<file path="src/rtl/pipe_skid_stage_pkg.sv">
// Shared types for the pipeline stage registers: occupancy state encoding,
// default payload geometry and the per-stage payload structs.
package pipe_pkg;

  localparam int unsigned PIPE_DATA_W     = 32;
  localparam int unsigned PIPE_NUM_FIELDS = 4;

  typedef enum logic [1:0] {
    EMPTY = 2'd0,
    ONE   = 2'd1,
    FULL  = 2'd2
  } pipe_state_e;

  // Field 0 sits at the LSBs of in_data/out_data, so it is the last member.
  typedef struct packed {
    logic [PIPE_DATA_W-1:0] pc;
    logic [PIPE_DATA_W-1:0] instr;
  } if_id_t;

  typedef struct packed {
    logic [PIPE_DATA_W-1:0] pc;
    logic [PIPE_DATA_W-1:0] rs1_val;
    logic [PIPE_DATA_W-1:0] rs2_val;
    logic [PIPE_DATA_W-1:0] imm;
  } id_ex_t;

  typedef struct packed {
    logic [PIPE_DATA_W-1:0] pc;
    logic [PIPE_DATA_W-1:0] alu_out;
    logic [PIPE_DATA_W-1:0] store_data;
    logic [PIPE_DATA_W-1:0] cmp_out;
  } ex_mem_t;

  typedef struct packed {
    logic [PIPE_DATA_W-1:0] pc;
    logic [PIPE_DATA_W-1:0] rdata;
    logic [PIPE_DATA_W-1:0] alu_out;
    logic [PIPE_DATA_W-1:0] cmp_out;
  } mem_wb_t;

  function automatic logic [1:0] occ_of(input pipe_state_e s);
    return s;
  endfunction

endpackage

</file>
<file path="src/rtl/pipe_skid_stage_sat_counter.sv">
// Saturating up-counter with asynchronous active-low clear; sticks at all-ones.
module sat_counter #(
  parameter int unsigned W = 16
) (
  input  logic         clk,
  input  logic         rst_n,
  input  logic         inc,
  output logic [W-1:0] count
);

  logic [W-1:0] count_q;
  logic [W-1:0] count_d;

  always_comb begin
    count_d = count_q;
    if (inc && (count_q != '1)) begin
      count_d = count_q + W'(1);
    end
  end

  always_ff @(posedge clk or negedge rst_n) begin
    if (!rst_n) begin
      count_q <= '0;
    end else begin
      count_q <= count_d;
    end
  end

  assign count = count_q;

endmodule

</file>
<file path="src/rtl/pipe_skid_stage.sv">
// Generic valid/ready pipeline stage register: 2-entry skid buffer with a
// registered in_ready (SKID=1) or a single register (SKID=0), plus flush.
module pipe_skid_stage
  import pipe_pkg::*;
#(
  parameter int unsigned DATA_W     = PIPE_DATA_W,
  parameter int unsigned NUM_FIELDS = PIPE_NUM_FIELDS,
  parameter bit          SKID       = 1'b1,
  parameter int unsigned CNT_W      = 16
) (
  input  logic                         clk,
  input  logic                         reset_n,
  input  logic                         flush,
  input  logic                         in_valid,
  output logic                         in_ready,
  input  logic [NUM_FIELDS*DATA_W-1:0] in_data,
  output logic                         out_valid,
  input  logic                         out_ready,
  output logic [NUM_FIELDS*DATA_W-1:0] out_data,
  output logic [1:0]                   occupancy,
  output logic [CNT_W-1:0]             stall_cnt
);

  localparam int unsigned PAYLOAD_W = NUM_FIELDS * DATA_W;

  logic stall;
  assign stall = out_valid && !out_ready;

  sat_counter #(
    .W (CNT_W)
  ) u_stall_cnt (
    .clk   (clk),
    .rst_n (reset_n),
    .inc   (stall),
    .count (stall_cnt)
  );

  if (SKID) begin : g_skid
    pipe_state_e          state_q, state_d;
    logic [PAYLOAD_W-1:0] main_q, main_d;
    logic [PAYLOAD_W-1:0] skid_q, skid_d;
    logic                 in_ready_q, in_ready_d;
    logic                 accept;
    logic                 consume;

    assign accept  = in_valid && in_ready_q;
    assign consume = (state_q != EMPTY) && out_ready;

    always_comb begin
      state_d = state_q;
      main_d  = main_q;
      skid_d  = skid_q;
      case (state_q)
        EMPTY: begin
          if (accept) begin
            state_d = ONE;
            main_d  = in_data;
          end
        end
        ONE: begin
          if (accept && consume) begin
            main_d = in_data;
          end else if (accept) begin
            state_d = FULL;
            skid_d  = in_data;
          end else if (consume) begin
            state_d = EMPTY;
          end
        end
        FULL: begin
          if (consume) begin
            state_d = ONE;
            main_d  = skid_q;
          end
        end
        default: state_d = EMPTY;
      endcase
      // Flush wins over every transition; payload registers simply keep their contents.
      if (flush) begin
        state_d = EMPTY;
        main_d  = main_q;
        skid_d  = skid_q;
      end
      in_ready_d = (state_d != FULL);
    end

    always_ff @(posedge clk or negedge reset_n) begin
      if (!reset_n) begin
        state_q    <= EMPTY;
        main_q     <= '0;
        skid_q     <= '0;
        in_ready_q <= 1'b1;
      end else begin
        state_q    <= state_d;
        main_q     <= main_d;
        skid_q     <= skid_d;
        in_ready_q <= in_ready_d;
      end
    end

    assign in_ready  = in_ready_q;
    assign out_valid = (state_q != EMPTY);
    assign out_data  = main_q;
    assign occupancy = occ_of(state_q);

  end else begin : g_single
    logic                 valid_q, valid_d;
    logic [PAYLOAD_W-1:0] data_q, data_d;
    logic                 ready_c;

    assign ready_c = !valid_q || out_ready;

    always_comb begin
      valid_d = valid_q;
      data_d  = data_q;
      if (flush) begin
        valid_d = 1'b0;
      end else if (in_valid && ready_c) begin
        valid_d = 1'b1;
        data_d  = in_data;
      end else if (valid_q && out_ready) begin
        valid_d = 1'b0;
      end
    end

    always_ff @(posedge clk or negedge reset_n) begin
      if (!reset_n) begin
        valid_q <= 1'b0;
        data_q  <= '0;
      end else begin
        valid_q <= valid_d;
        data_q  <= data_d;
      end
    end

    assign in_ready  = ready_c;
    assign out_valid = valid_q;
    assign out_data  = data_q;
    assign occupancy = {1'b0, valid_q};
  end

endmodule

</file>
<file path="config.mk">
export PLATFORM = sky130hd
export DESIGN_NAME = pipe_skid_stage
export DESIGN_NICKNAME = d
export VERILOG_FILES = /design/src/rtl/pipe_skid_stage_pkg.sv /design/src/rtl/pipe_skid_stage_sat_counter.sv /design/src/rtl/pipe_skid_stage.sv
export SDC_FILE = /design/constraint.sdc
export NUM_CORES = 1
export LEC_CHECK = 0
export ABC_AREA = 0
export CAP_MARGIN = 20
export CORE_MARGIN = 5
export CORE_UTILIZATION = 50
export DETAILED_ROUTE_END_ITERATION = 12
export DONT_BUFFER_PORTS = 1
export GPL_ROUTABILITY_DRIVEN = 1
export PLACE_DENSITY = 0.66
export SETUP_SLACK_MARGIN = 0.02
export SYNTH_ARGS = -nofsm -noshare
export SYNTH_HDL_FRONTEND = slang
export SYNTH_SLANG_ARGS = --single-unit
</file>
<file path="constraint.sdc">
create_clock -name clk -period 2.19 [get_ports clk]
set_input_delay 0.438 -clock clk [delete_from_list [all_inputs] [get_ports clk]]
set_output_delay 0.438 -clock clk [all_outputs]
set_load 0.01 [all_outputs]
</file>
Word level (Yosys, flattened, before mapping)

Cells that the tools add are included.

$add $sub $neg: 1
Equality and inequality tests: 7
Mux-type cells: 11
Bitwise logic cells: 2
Reduce and logical (&&, ||, !) cells: 11

Operators by type and width:

| kind                                                | number |
|---|---|
| 2-to-1 mux 128 bit                                  | 3 |
| case mux 128 bit (3 select lines)                   | 1 |
| adder 16 x 1 -> 16 bit, second input constant       | 1 |
| != test 16 bit, second input constant               | 1 |
| 2-to-1 mux 2 bit                                    | 6 |
| != test 2 bit, second input constant                | 4 |
| case mux 2 bit (3 select lines)                     | 1 |
| logical AND 1 bit                                   | 5 |
| AND reduction 5 bit                                 | 1 |
| AND reduction 4 bit                                 | 1 |
| nonzero test 3 bit                                  | 1 |
| equality test 2 x 1 -> 1 bit, second input constant | 1 |
| equality test 2 bit, second input constant          | 1 |
| logical NOT 2 bit                                   | 1 |
| inverter 1 bit                                      | 2 |
| nonzero test 2 bit                                  | 1 |
| logical NOT 1 bit                                   | 1 |

Register bits after elaboration: 275
Input port bits: 133
Output and inout bits: 148

Longest topological paths before layout

Word-level depth: 8
Mapped depth: 7

Cells and area by module

Synthesis repeated with hierarchy kept, for this count alone.

Cells, all modules: 921
Area, all modules: 11,647.4 sq um

Modules (own cells, without submodules):

| module          | times used | cells an instance | area an instance (sq um) | sequential area each (sq um) |
|---|---|---|---|---|
| pipe_skid_stage | 1          | 844               | 10,762.8                 | 6,482.5 |
| sat_counter     | 1          | 77                | 884.6                    | 400.4 |

Worst setup path before layout

OpenSTA, ideal clock, no wires.

Path type: register to register
Start: register u_stall_cnt.count_q[0] (netlist: u_stall_cnt.count[0])
End: register u_stall_cnt.count_q[12] (netlist: u_stall_cnt.count[12])
Arrival time: 1,730 ps
Data required time: 2,065 ps
Setup slack: 336 ps
Stages on the path, launching flop included: 6
Path buffers: 0
Path through: dfrtp_1 > ha_1 > nand4_1 > or4b_4 > nor2_1 > mux2_2

Cells in the longest elaborated chain, start to end: 2
Elaborated cells on any way between the ends: 3

Ends and longest elaborated chain:

| what                                                           | line                              | text |
|---|---|---|
| start, declared                                                | pipe_skid_stage_sat_counter.sv:11 | `logic [W-1:0] count_q;` |
| start signal, assigned                                         | pipe_skid_stage_sat_counter.sv:25 | `count_q <= count_d;` |
| branches (longest 2 deep; another with adder 16 x 1 -> 16 bit) | n/a                               |  |

Several ways; the timed one is not identified.
A chain may end at the register's enable or synchronous reset.

Worst setup path after layout

Ends and elaborated chain as after synthesis.

==> flow_results.org <==
** Clocking
- CTS built an H-tree with a depth of 1.
- CTS Hold Buffers Added :: 1
- Maximum clock path buffer count :: 3
- Number of buffers created by CTS :: 29
- CTS root buf :: sky130_fd_sc_hd__clkbuf_16
- TritonCTS built the clock tree.
- The clock reaches the later pin of the worst-skew pair after 540 ps.
- The tree built by TritonCTS fans out to 275 sinks.
- Post-cts resize count :: 0
- CTS clock-pin slew for the worst setup and hold paths :: 60 ps
- After clock tree synthesis, the setup repair step added 0 buffers.

** Route
- Vias per Instance :: 5.282
- Drt pass-1 iters :: 4
- ANT nets after route :: 0
- Dividing the detail-routed wire length by the instance count gives 18.74 um.
- Detailed routing inserted a total of 7274 vias.
- After the first detailed-routing iteration, the DRC count stood at 398.
- DR DRC count :: 0
- The final layout contains routed wiring with a total length of 25810 um.

** Floorplan
- Total I/O pin count :: 281
- # rows :: 56
- In this run the vertical extent of the chip is 164.8 um.
- Core area :: 0.02354 mm^2
- The die covers 0.02717 mm^2.
- For this configuration, the core starts out at a cell density of 0.5091.
- Die Span X :: 164.8 um

** Global route
- The first global-routing pass estimated 41460 um of wire.
- The initial antenna violation count is 0.
- Overall track demand over capacity in global routing :: 0.1885
- Pin count of the biggest net entering global routing :: 276
- Overflow after GRT :: 0
- The via count of the first global-routing pass came to 7504.

** STA
- Number of pins exceeding their max-slew limit in the final report :: 0
- The number of hold violations in the final report was 275.
- Setup violations remaining at the end of the flow were counted as 0.
- Worst slew margin :: 0.6979
- Min Tclk post-route :: 2010 ps
- Of the available clock period, the critical path in the final layout requires 0.9177.
- For the pin with the worst max-slew slack, the measured transition is 453.2 ps.
- Setup repair after global routing left no endpoint under its margin.
- Final hold analysis gives a worst-case slack of -397.7 ps.
- On the final layout, the worst clock skew is 13.77 ps.
- Based on the critical path, the design can be clocked at up to 0.4975 GHz.
- Setup total negative slack :: 0 ps

** Synth
- In the synthesized netlist, the number of instances is 1044.
- The Yosys step of the flow raised 0 warnings.
- Post-synth cell types :: 34
- Proportion of register bits with asynchronous set or reset after synthesis :: 1.000
- In this run, synthesis inferred 0 flip-flops with an integrated enable.
- Yosys reg bits :: 275
- The cell area that synthesis handed to floorplanning was 0.01199 mm^2.
- The average instance in the mapped netlist occupies 11.48 um^2.
- Among all flip-flop cells after synthesis, the most frequent one is sky130_fd_sc_hd__dfrtp_1.
- Syn nets :: 1178
- Sequential cell area fraction in the yosys report :: 0.5743

** Critical path
- The slowest stage of the critical path is the sky130_fd_sc_hd__or4b_4 cell.
- Cell class contributing the biggest share of worst-path delay :: simple AND/OR/NAND/NOR gates
- Cells traversed along the worst timing path :: ha_1, nand4_1, or4b_4, nor2_1, mux2_2
- Data required time of the worst path :: 2600 ps
- STA classifies the critical path startpoint as a flip-flop.
- STA classifies the critical path endpoint as a flip-flop.
- For this run, the slowest stage of the critical path takes 560 ps.
- Arrival time worst endpoint :: 2420 ps
- Along the worst path, the maximum fanout reaches 4.
- Category of the critical setup timing path :: reg -> reg
- Buffers and inverters on the worst path :: 0

** Pwr
- In this run the power density over the cells is 1075 mW/mm^2.
- LEAKAGE :: 6.456 nW
- After layout, the design draws a total of 0.01445 W.
- VDD sags by at most 0.9516 mV.

** Run
- Across the run, the number of max-cap violations was 0.

** Cells and area
- Leading cell type in the layout, fill and taps excluded :: sky130_fd_sc_hd__nand2_1
- The area growth from synthesis to layout is 12.13%.
- The repair_antennas step left the layout with diodes totalling 0.
- Post-route standard cell area excluding fillers :: 0.01344 mm^2
- In the final design database the tool counted 1169 nets.
- Of the cells placed in the final design, the portion with a size suffix greater than 1 is 0.3195.
- In the layout the commonest cells are sky130_fd_sc_hd__nand2_1, sky130_fd_sc_hd__dfrtp_1, sky130_fd_sc_hd__mux2_2.

** Place
- Once detailed placement completed, the half-perimeter wirelength came to 16440 um.
- Once placement finished, the instance area stood at 0.01238 mm^2.
- Gp weighted congestion :: 0.7819
- During placement, the flow inserted port buffers numbering 0.

** Hold path
- The worst hold path belongs to the class in -> async.

** Run status
- Result of the run :: complete, but fails checks
- The final reports fail on hold timing.
-- path summary, 6_finish.rpt --
path | startpoint | to | slack, ps | cells past startpoint
worst max register to register | u_stall_cnt.count[0] | u_stall_cnt.count[12] | 180 | 5
worst min-delay path | reset_n | out_data[118] | -400 | 0
worst max-delay path | u_stall_cnt.count[0] | u_stall_cnt.count[12] | 180 | 5
min in group clk | in_data[20] | g_skid.skid_q[20] | 40 | 1
worst min register to register | g_skid.skid_q[77] | g_skid.skid_q[77] | 500 | 1
max in group asynchronous | reset_n | out_data[30] | 2210 | 0
-- synthesized netlist by cell type, types with 3 or more instances --
library cell	instances	area, um^2
sky130_fd_sc_hd__mux2_2	257	2894
sky130_fd_sc_hd__clkbuf_1	25	93.84
sky130_fd_sc_hd__buf_4	13	97.59
sky130_fd_sc_hd__xor2_1	12	105.1
sky130_fd_sc_hd__nand2_1	394	1479
sky130_fd_sc_hd__nor2_1	9	33.78
sky130_fd_sc_hd__nor3_1	6	30.03
sky130_fd_sc_hd__inv_1	4	15.01
sky130_fd_sc_hd__buf_2	18	90.09
sky130_fd_sc_hd__nand3_1	3	15.01
sky130_fd_sc_hd__dfrtp_1	274	6857
-- where the power goes --
group          switching (W)  internal (W)
logic               0.000557       0.00113
registers            0.00111       0.00639
clock network        0.00198       0.00329
-- per-stage QoR --
stage | utilization | instances | setup WS [ps] | hold WS [ps]
after floorplan | - | 1044 | 335.8 | 142.4
after detailed placement | 0.5259 | 1322 | 219.9 | 152.3
after global routing | 0.5708 | 1377 | 78.41 | -424.9
final | 0.5708 | 1377 | 180.1 | -397.7
after global placement | 0.5259 | 1322 | 255.7 | 151.2
after CTS | 0.5708 | 1377 | 195.9 | -426.8
-- per-layer routing --
metal,global-route usage,vias up,part of all wire
li1,-,3414,-
met1,0.2335,3601,0.39
met2,0.2995,220,0.46
met3,0.09084,39,0.13
met4,0.04575,0,0.023
met5,0,-,0
-- sequential cells by signal (all words and copies together), names as in the netlist --
name	count
out_data	128
u_stall_cnt.count	16
occupancy	2
g_skid.skid_q	128
in_ready	1
-- logic make-up (layout without fill, tap and decap cells) --
logic type	Yosys count	in the layout	share of synthesized area
fa+ha+maj	1	1	0.001044
simple gates	427	427	0.1409
mux	259	259	0.2432
xor+xnor	14	14	0.01023
flops	275	275	0.5743
buf+inv	62	76	0.02537
compound gates	6	6	0.004908
-- cell type report --
class | count | area [um^2]
Timing Repair Buffer | 18 | 262.8
Tap cell | 319 | 399.1
Inverter | 4 | 15.01
Multi-Input combinational cell | 707 | 4832
Sequential cell | 275 | 6883
Clock buffer | 42 | 854.6
Fill cell | 1955 | 10100
Clock inverter | 12 | 192.7
No activity file was read; power rests on OpenSTA's default activity.
